===== src/rtl/mipsfpga_io_debounce.sv =====
// -----------------------------------------------------------------------------
// mipsfpga_io_debounce
//
// Purpose:
//   Debounces the board's 18 slide switches and 5 pushbuttons before they reach
//   the GPIO read ports. Each raw pin is first brought into the HCLK domain by
//   a two-flop synchronizer. A per-bit counter then measures how long the
//   synchronized value has disagreed with the debounced value. The debounced
//   value only updates after DB_CYCLES consecutive disagreeing cycles.
//   Edge pulses are produced for the pushbuttons (press/release) and a single
//   change pulse for the switch bank.
//
// Parameters:
//   DB_CYCLES  consecutive mismatching cycles needed to accept a new value
//              (legal range 2..65535)
//   CNT_W      per-bit counter width; must be able to hold DB_CYCLES-1
//
// Ports:
//   HCLK        in   1   clock, all state updates on the rising edge
//   HRESET      in   1   asynchronous active-high reset
//   SW_RAW      in  18   raw slide-switch pins (asynchronous)
//   PB_RAW      in   5   raw pushbutton pins (asynchronous, 1 = pressed)
//   IO_Switch   out 18   debounced switches
//   IO_PB       out  5   debounced pushbuttons
//   PB_PRESS    out  5   one-cycle pulse on a debounced 0->1 of IO_PB
//   PB_RELEASE  out  5   one-cycle pulse on a debounced 1->0 of IO_PB
//   SW_CHANGE   out  1   one-cycle pulse when any IO_Switch bit updates
//
// All outputs come straight from flops.
// -----------------------------------------------------------------------------
module mipsfpga_io_debounce #(
    parameter int DB_CYCLES = 50000,
    parameter int CNT_W     = 16
) (
    input  logic        HCLK,
    input  logic        HRESET,
    input  logic [17:0] SW_RAW,
    input  logic [4:0]  PB_RAW,
    output logic [17:0] IO_Switch,
    output logic [4:0]  IO_PB,
    output logic [4:0]  PB_PRESS,
    output logic [4:0]  PB_RELEASE,
    output logic        SW_CHANGE
);

    // Switches occupy bits [17:0], pushbuttons bits [22:18] of the combined
    // per-bit vectors below.
    localparam int NB    = 23;
    localparam int SW_W  = 18;

    localparam logic [CNT_W-1:0] CNT_MAX  = CNT_W'(DB_CYCLES - 1);
    localparam logic [CNT_W-1:0] CNT_ONE  = CNT_W'(1);
    localparam logic [CNT_W-1:0] CNT_ZERO = {CNT_W{1'b0}};

    logic [NB-1:0]    w_raw;
    logic [NB-1:0]    r_sync1;
    logic [NB-1:0]    r_sync2;
    logic [NB-1:0]    r_state;
    logic [NB-1:0]    w_state_nxt;
    logic [NB-1:0]    w_upd;
    logic [CNT_W-1:0] r_cnt     [NB];
    logic [CNT_W-1:0] w_cnt_nxt [NB];

    logic [4:0]       w_pb_press;
    logic [4:0]       w_pb_release;
    logic             w_sw_change;
    logic [4:0]       r_pb_press;
    logic [4:0]       r_pb_release;
    logic             r_sw_change;

    assign w_raw = {PB_RAW, SW_RAW};

    // Two-flop synchronizer for every raw input bit.
    always_ff @(posedge HCLK or posedge HRESET) begin
        if (HRESET) begin
            r_sync1 <= {NB{1'b0}};
            r_sync2 <= {NB{1'b0}};
        end else begin
            r_sync1 <= w_raw;
            r_sync2 <= r_sync1;
        end
    end

    // Per-bit debounce decision: count consecutive mismatches, accept the new
    // value on the cycle the count reaches its terminal value. Any agreement
    // (including a glitch ending early) clears the counter.
    always_comb begin
        w_state_nxt = r_state;
        w_upd       = {NB{1'b0}};
        for (int i = 0; i < NB; i++) begin
            w_cnt_nxt[i] = CNT_ZERO;
            if (r_sync2[i] != r_state[i]) begin
                if (r_cnt[i] == CNT_MAX) begin
                    w_upd[i]       = 1'b1;
                    w_state_nxt[i] = r_sync2[i];
                    w_cnt_nxt[i]   = CNT_ZERO;
                end else begin
                    w_cnt_nxt[i]   = r_cnt[i] + CNT_ONE;
                end
            end else begin
                w_cnt_nxt[i] = CNT_ZERO;
            end
        end
    end

    // Edge pulses are computed from the update about to be committed, so the
    // registered pulse lines up with the edge on which the debounced bit moves.
    // The new value of an updating bit is its sync2 value, which makes press
    // and release mutually exclusive per bit.
    always_comb begin
        w_pb_press   = w_upd[NB-1:SW_W] &  r_sync2[NB-1:SW_W];
        w_pb_release = w_upd[NB-1:SW_W] & ~r_sync2[NB-1:SW_W];
        w_sw_change  = |w_upd[SW_W-1:0];
    end

    // Debounce counters and debounced state.
    always_ff @(posedge HCLK or posedge HRESET) begin
        if (HRESET) begin
            r_state <= {NB{1'b0}};
            for (int i = 0; i < NB; i++) begin
                r_cnt[i] <= CNT_ZERO;
            end
        end else begin
            r_state <= w_state_nxt;
            for (int i = 0; i < NB; i++) begin
                r_cnt[i] <= w_cnt_nxt[i];
            end
        end
    end

    // Registered edge pulses.
    always_ff @(posedge HCLK or posedge HRESET) begin
        if (HRESET) begin
            r_pb_press   <= 5'b00000;
            r_pb_release <= 5'b00000;
            r_sw_change  <= 1'b0;
        end else begin
            r_pb_press   <= w_pb_press;
            r_pb_release <= w_pb_release;
            r_sw_change  <= w_sw_change;
        end
    end

    assign IO_Switch  = r_state[SW_W-1:0];
    assign IO_PB      = r_state[NB-1:SW_W];
    assign PB_PRESS   = r_pb_press;
    assign PB_RELEASE = r_pb_release;
    assign SW_CHANGE  = r_sw_change;

endmodule


===== config.mk =====
export PLATFORM = sky130hd
export DESIGN_NAME = mipsfpga_io_debounce
export DESIGN_NICKNAME = d
export VERILOG_FILES = /design/src/rtl/mipsfpga_io_debounce.sv
export SDC_FILE = /design/constraint.sdc
export NUM_CORES = 1
export LEC_CHECK = 0
export ABC_AREA = 1
export CORE_UTILIZATION = 50
export CTS_BUF_LIST = sky130_fd_sc_hd__clkbuf_8
export CTS_CLUSTER_DIAMETER = 150
export DETAILED_ROUTE_END_ITERATION = 6
export GPL_TIMING_DRIVEN = 0
export PLACE_DENSITY_LB_ADDON = 0.15
export SKIP_LAST_GASP = 1
export SLEW_MARGIN = 20
export SYNTH_ARGS = -nofsm -noshare
export SYNTH_HDL_FRONTEND = slang
export SYNTH_SLANG_ARGS = --single-unit

===== constraint.sdc =====
create_clock -name HCLK -period 17.3 [get_ports HCLK]
set_clock_uncertainty 0.2 [all_clocks]
set_input_delay 4.325 -clock HCLK [delete_from_list [all_inputs] [get_ports HCLK]]
set_output_delay 4.325 -clock HCLK [all_outputs]
set_load 0.1 [all_outputs]

# Word-level counts from Yosys, hierarchy flattened

Cells that the tools add are included.

Flip-flop bits (word level): 448
Latch bits: 0
Memory bits (writable): 0
Memory bits (read-only): 0
Input bits: 25
Output and inout port bits: 34
Word-level logic and storage cells: 239
Memories: 0

$add $sub $neg: 23
Multipliers: 0
Div/mod/pow operators: 0
Magnitude comparators: 0
Eq/ne operators: 46
Shift-type cells: 0
Multiplexer cells: 92
Bitwise operators: 3
Reductions and logical operators: 24

Operators by type and width:

| kind                                          | count |
|---|---|
| two-way mux 16 bit                            | 46 |
| adder 16 x 1 -> 16 bit, second input constant | 23 |
| == test 16 bit, second input constant         | 23 |
| two-way mux 1 bit                             | 46 |
| AND reduction 2 bit                           | 23 |
| != test 1 bit                                 | 23 |
| OR reduction 18 bit                           | 1 |
| AND 5 bit                                     | 2 |
| NOT 5 bit                                     | 1 |

# Logic depth before layout (Yosys ltp)

Depth in word-level cells: 4
Mapped depth: 11
Gate-level depth less buffers: 11

# Worst setup path after synthesis

Ideal clock, no wire load.

Path type: flip-flop to output port
Start point: reg r_state[19]
End point: out IO_PB[1]
Data arrival time: 942 ps
Required time: 12775 ps
Setup slack: 11833 ps
Cell stages (with the launch flop): 1
Path buffers: 0
Path through: dfrtp_1

RTL lines:

| element                | line | RTL |
|---|---|---|
| start, declared        | 58   | `logic [NB-1:0] r_state;` |
| start signal, assigned | 119  | `r_state <= {NB{1'b0}};` |
| start signal, assigned | 124  | `r_state <= w_state_nxt;` |
| end, declared          | 40   | `output logic [4:0] IO_PB,` |

No word-level cell between the ends.

# Worst setup path in the final report

Start point: reg r_state[13]
End point: out IO_Switch[13]

RTL lines:

| element       | line | RTL |
|---|---|---|
| end, declared | 39   | `output logic [17:0] IO_Switch,` |

No word-level cell between the ends.

==> impl_metrics.toml <==
[route]
ant_nets = 0
via_count = 16250
via_per_inst = 5.052
drc = 0
drt_pre_antenna_iters = 5
drt_iter0_markers = 768
wirelength_um = 38940
wl_per_cell_um = 12.11

[setup_path]
required_ns = 12.77
critPathBufInv = 1
crit_type = "flip-flop to output pin"
cpMaxStageDelayCell = "clkdlybuf4s50_1"
cp_cell_sequence = "clkdlybuf4s50_1"
crit_fanout = 3
arrival_ns = 2.25
end_kind = "output pin"
critPathTopFamily = "buffers and inverters"
critPathLaunchType = "flip-flop"
critPathMaxStageDelay_ns = 1.19

[timing]
fin_hold_ws_ns = 0.1454
fmax_mhz = 147.7
period_minus_slack_ns = 6.773
maxSlewViolCount = 0
fin_crit_sh_pct = 39.15
hold_viol_final = 0
slew-limit-headroom_pct = 30.08
final-setup-viol-count = 0
rsz0062_at_grt = "false"
tightest_slew_ns = 1.046
fin_ws_ns = 10.53

[outcome]
status = "finished, final reports clean"

[placement]
placed_area_sq_mm = 0.02267
place_congestion = 0.8324
io_buffers = 58
place_worst_setup_slack_ns = 10.73
dpl.hpwl_um = 26860

[clocking]
cts_hold_buf = 0
post-cts-setup-buffers = 0
cts_buffer_depth = 3
cts.clk_slew.worst_paths_ns = 0.06
insertion_delay_ns = 0.63
ctsResizeCount = 0
cts_sinks = 448
cts_tree = "done"
htreeDepth = 3
cts-root-buf = "clkbuf_8"
cts_made_buffers = 78

[cells_and_area]
nNetsFinal = 2664
fillerInstances = 3667
diodes = 0
fin_area_sq_mm = 0.02433
multi_input_area_sq_mm = 0.008713
seqCellArea_sq_mm = 0.01121
drive_above_1_share_pct = 9.899
areaGrowthSynthToFinish_pct = 14.25

[logic_synthesis]
ys_types = 39
synth_edf_count = 0
synth_commonest_cells = "448 x dfrtp_1, 430 x nor2_1, 341 x inv_1, 312 x nand2_1, 167 x nand3_1"
postSynthCellCount = 2474
netlist_top_cells_area = "dfrtp_1 53%, nor2_1 7.6%, inv_1 6.0%"
yosys.area.top_type = "dfrtp_1"
async_flop_share_pct = 100.0
yosysMostFrequentCell = "dfrtp_1"
synth_area_sq_mm = 0.02130
synth.avg_cell_area_sq_um = 8.609
synth_top_cell_area_share_pct = 52.63
synth_fp_nets = 2522
yosysWarnings = 0
ys_seq_elements = 448
synth_ff_type = "dfrtp_1"
ys_seq_area_share_pct = 52.63

[grt]
overflow = 0
gr-usage-all-layers_pct = 18.78
grt_max_degree = 105
antenna_found_initial = 0
grt_pass1_vias = 15930
grt_pass1_wl_um = 69350

[hold_path]
hp-class = "flip-flop to flip-flop"

[run]
maxCapViolations = 0

[floorplanning]
dieWidth_um = 208.4
row_count = 75
initial_utilization_pct = 50.78
die_h_um = 208.4
ioPinCount = 59
die_area_sq_mm = 0.04343
coreArea_sq_mm = 0.04195

[pwr]
leakage_nw = 11.14
p_per_area_mw_per_mm2 = 88.30
vdd_drop_max_mv = 0.05131
[through the flow]
step	utilization, %	setup TNS [ns]	total power [mW]	std cells
finish	58.01	0	2.149	3216
global route	58.01	0	2.250	3216
CTS	58.01	0	2.192	3216
detailed placement	54.05	0	1.178	3075
global placement	53.77	-2312.87	1.173	3071
floorplan	-	0	1.151	2474
[cell families (layout without fill, tap and decap cells)]
| logic type | after synthesis | after routing | share of synthesized area (%) |
|---|---|---|---|
| AND/OR/NAND/NOR | 1195 | 1195 | 26.31 |
| flip-flops | 448 | 448 | 52.63 |
| buffers and inverters | 364 | 567 | 6.456 |
| AO/OA/AOI/OAI | 313 | 313 | 7.666 |
| XOR/XNOR | 113 | 113 | 4.647 |
| adder cells (fa/ha/maj) | 23 | 23 | 1.351 |
| multiplexers | 18 | 18 | 0.9340 |
[state kept, by name (all words and copies together), names as in the netlist]
register / count
r_sync2: 23
r_cnt: 368
r_state: 23
r_sync1: 23
PB_PRESS: 5
PB_RELEASE: 5
SW_CHANGE: 1
[per-layer routing]
metal / GRT usage, % / wire (um) / vias to the layer above
met5: 0 / 0 / -
met4: 6.437 / 832 / 0
met3: 4.196 / 1424 / 66
met2: 31.15 / 18310 / 207
met1: 24.26 / 18380 / 7650
li1: - / - / 8324
[report_power, final]
| part | internal (mW) | total [mW] | leakage [nW] | switching (mW) |
|---|---|---|---|---|
| registers | 1.07 | 1.08 | 6.10 | 0.0118 |
| clock network | 0.569 | 0.992 | 0.936 | 0.423 |
| logic | 0.0261 | 0.0782 | 4.11 | 0.0521 |
| total | 1.66 | 2.15 | 11.1 | 0.487 |
[worst paths after layout]
| check | from | end | slack [ns] | cells past startpoint |
|---|---|---|---|---|
| min in group asynchronous | HRESET | r_state[0] | 4.05 | 2 |
| max in group asynchronous | HRESET | r_cnt[22] | 11.48 | 4 |
| hold / removal | r_sync1[19] | r_sync2[19] | 0.15 | 0 |
| setup / recovery | r_state[13] | IO_Switch[13] | 10.53 | 1 |
| hold reg to reg | r_sync1[19] | r_sync2[19] | 0.15 | 0 |
| setup reg to reg | r_cnt[288] | r_cnt[299] | 15.41 | 8 |
[area by class of cell]
cell class / instances / area share, %
flip-flops and latches: 448 / 46.07
multi-input cells: 1662 / 35.81
clock buffers: 108 / 6.109
inverters: 361 / 5.600
repair buffers: 62 / 2.838
well taps: 539 / 2.771
clock inverters: 33 / 0.7199
plain buffers: 3 / 0.08227
[cells in the final DEF, fill, tap and decap left out, types with 70 or more instances in the layout]
cell | Yosys | final
nor3_1 | 70 | 70
o21ai_0 | 124 | 124
dfrtp_1 | 448 | 448
xor2_1 | 79 | 79
nand2_1 | 312 | 312
a21oi_1 | 150 | 150
inv_1 | 341 | 359
nor2_1 | 430 | 430
nand3_1 | 167 | 167
clkbuf_8 | 0 | 108
No activity file was read; power rests on OpenSTA's default activity.
==> RTL change: new RTL, same settings <==
Change the parameter `CNT_W` from 16 to 20.
--- a/src/rtl/mipsfpga_io_debounce.sv
+++ b/src/rtl/mipsfpga_io_debounce.sv
@@ -30,7 +30,7 @@
 // -----------------------------------------------------------------------------
 module mipsfpga_io_debounce #(
     parameter int DB_CYCLES = 50000,
-    parameter int CNT_W     = 16
+    parameter int CNT_W     = 20
 ) (
     input  logic        HCLK,
     input  logic        HRESET,
Function: no difference found for any inputs over 4 cycles, from zero or initial values and one cycle with HRESET high; that may be too few to reach the edited logic, so the function may still have changed.
==> RTL change against the unedited design <==
  * Final area rose by 27%
  * Register-to-register slack got worse by 0.27 ns
  * Count of clock-buffer cells in the layout is 8 higher
  * Wire length is 40% higher
  * Largest cell class unchanged
  * Fmax decreased by 0.25%
  * First-iteration DRC count rose by 55%
  * Total power grew 19%
  * Setup slack got worse by 0.017 ns
  * Area after synthesis grew 27%
  * Synthesized cell count rose by 30%
  * Clock power grew 18%
  * Sequential cell count up 92
  * Hold slack improved by 0.00063 ns
  * Critical path type unchanged
==> RTL change: results (changes against the unedited design) <==
| Metric | Value |
|---|---|
| CP endpoint | `IO_Switch[15]` |
| Netlist cell types | `51 (+31%)` |
| Critical R2R Capture | `r_cnt[455]` |
| Hold Crit Endpoint | `r_sync2[18]` |
| Reg-to-Reg Start | `r_cnt[440]` |
| Synthesized net count | `3269 (+30%)` |
| Pre-CTS setup slack | `11.14 ns (+0.407 ns)` |
| Worst-margin pin slew | `1.07 ns (+0.0278 ns)` |
| Status | `finished, final reports clean` |
| Layout cells sized above 1 | `0.0989 (about the same)` |
| Register Area | `13500 µm² (+21%)` |
| Fin crit period | `6.79 ns (+0.0168 ns)` |
| Max VDD drop | `53.3 µV (+3.9%)` |
| Largest net degree at the start of global routing | `35 (-67%)` |
| Register-to-register path setup slack | `15.14 ns (-0.27 ns)` |
| WHS | `0.146 ns (+0.000635 ns)` |
| # fillers | `4790 (+31%)` |
| Fin nets | `3440 (+29%)` |
| Adder-cell share of the synthesized area | `0.0106 (-0.00287)` |
| Hold_sp | `r_sync1[18]` |
| Drt pass-1 iters | `6 (+1)` |
| Compound-cell area share of the yosys netlist | `0.0560 (-0.0207)` |
| Crit. Startpoint | `r_state[15]` |
| Synth top area cells | `dfrtp_1 (50%), nor2_1 (9.0%), nand2_1 (7.1%)` |
| 1st-iter DRT viols | `1187 (+55%)` |
| Most frequent cells after synthesis | `nor2_1 (651), dfrtp_1 (540), nand2_1 (513)` |
| Mux contribution to synthesized area | `0.00708 (-0.00226)` |
| Worst-path clk slew | `0.06 ns (about the same)` |
| Post-DP HPWL | `39100 µm (+46%)` |
| Leak | `14.1 nW (+27%)` |
| YS warnings | `0 (unchanged)` |
| RePlAce Congestion | `0.907 (+8.9%)` |
| Setup bufs post-CTS | `0 (unchanged)` |
| DP Area | `28900 µm² (+27%)` |
| Vias in the first global route | `21200 (+33%)` |
| Max incr delay on CP | `1.21 ns (+0.02 ns)` |
| Clock latency on the worst-skew pair | `0.67 ns (+0.04 ns)` |
| Drt total wl | `54400 µm (+40%)` |
| CTS Buf Count | `92 (+18%)` |
| First-pass GRT wire length | `95400 µm (+38%)` |
| Via density | `5.18 (+2.5%)` |
| XOR/XNOR share of the synthesized area | `0.0680 (+0.0216)` |
| Sequential fraction of the synthesis area | `0.500 (-0.0266)` |
| DP Cell Count | `3986 (+30%)` |
| Hold path cells | `0 (unchanged)` |
| Worst Hold Class | `reg -> reg` |
| Syn_area_per_cell | `8.39 µm² (-2.5%)` |
| WL per Instance | `13.1 µm (+8.1%)` |
| Number of flip-flops in the largest register | `460 (+25%)` |
| Tot GR Track Use | `0.206 (+0.0178)` |
-- RTL change: changes by cell type after synthesis, sizes merged, moves of 25 or more --
cell,unedited run,this run
xor2,79,162
dfrtp,448,540
nor4,3,34
o21ai,131,54
nor3,84,191
nor2,468,685
a31oi,20,50
inv,360,385
a21oi,153,102
nand2,341,543
-- RTL change: kinds of logic after synthesis --
kind of cell,after synthesis
adders and majority gates,23
buffers and inverters,404
DFF,540
AOI/OAI and AO/OA,257
xor gates and xnor gates,210
muxes,17
and+or+nand+nor,1770
-- RTL change: cell type report --
| type | count | share of cell area |
|---|---|---|
| Antenna cell | 1 | 0.0000813 |
| Buffer | 19 | 0.00350 |
| Clock buffer | 116 | 0.0519 |
| Clock inverter | 53 | 0.0102 |
| Inverter | 385 | 0.0471 |
| Multi-Input combinational cell | 2277 | 0.389 |
| Sequential cell | 540 | 0.439 |
| Tap cell | 688 | 0.0280 |
| Timing Repair Buffer | 77 | 0.0315 |
-- RTL change: layer usage --
| layer | routed length, µm | part of all wire | GRT usage | vias up |
|---|---|---|---|---|
| met5 | 0 | 0 | 0 | - |
| met4 | 1030 | 0.019 | 0.0619 | 0 |
| met3 | 2070 | 0.038 | 0.0377 | 85 |
| met2 | 25500 | 0.47 | 0.338 | 371 |
| met1 | 25800 | 0.47 | 0.276 | 10200 |
| li1 | - | - | - | 10800 |
-- RTL change: report_power, final --
part	switching [mW]	leakage, nW	internal [mW]	total, mW
Combinational	0.0633	5.64	0.0326	0.0959
Clock	0.530	1.10	0.639	1.17
Sequential	0.0152	7.38	1.28	1.30
Total	0.609	14.1	1.95	2.56
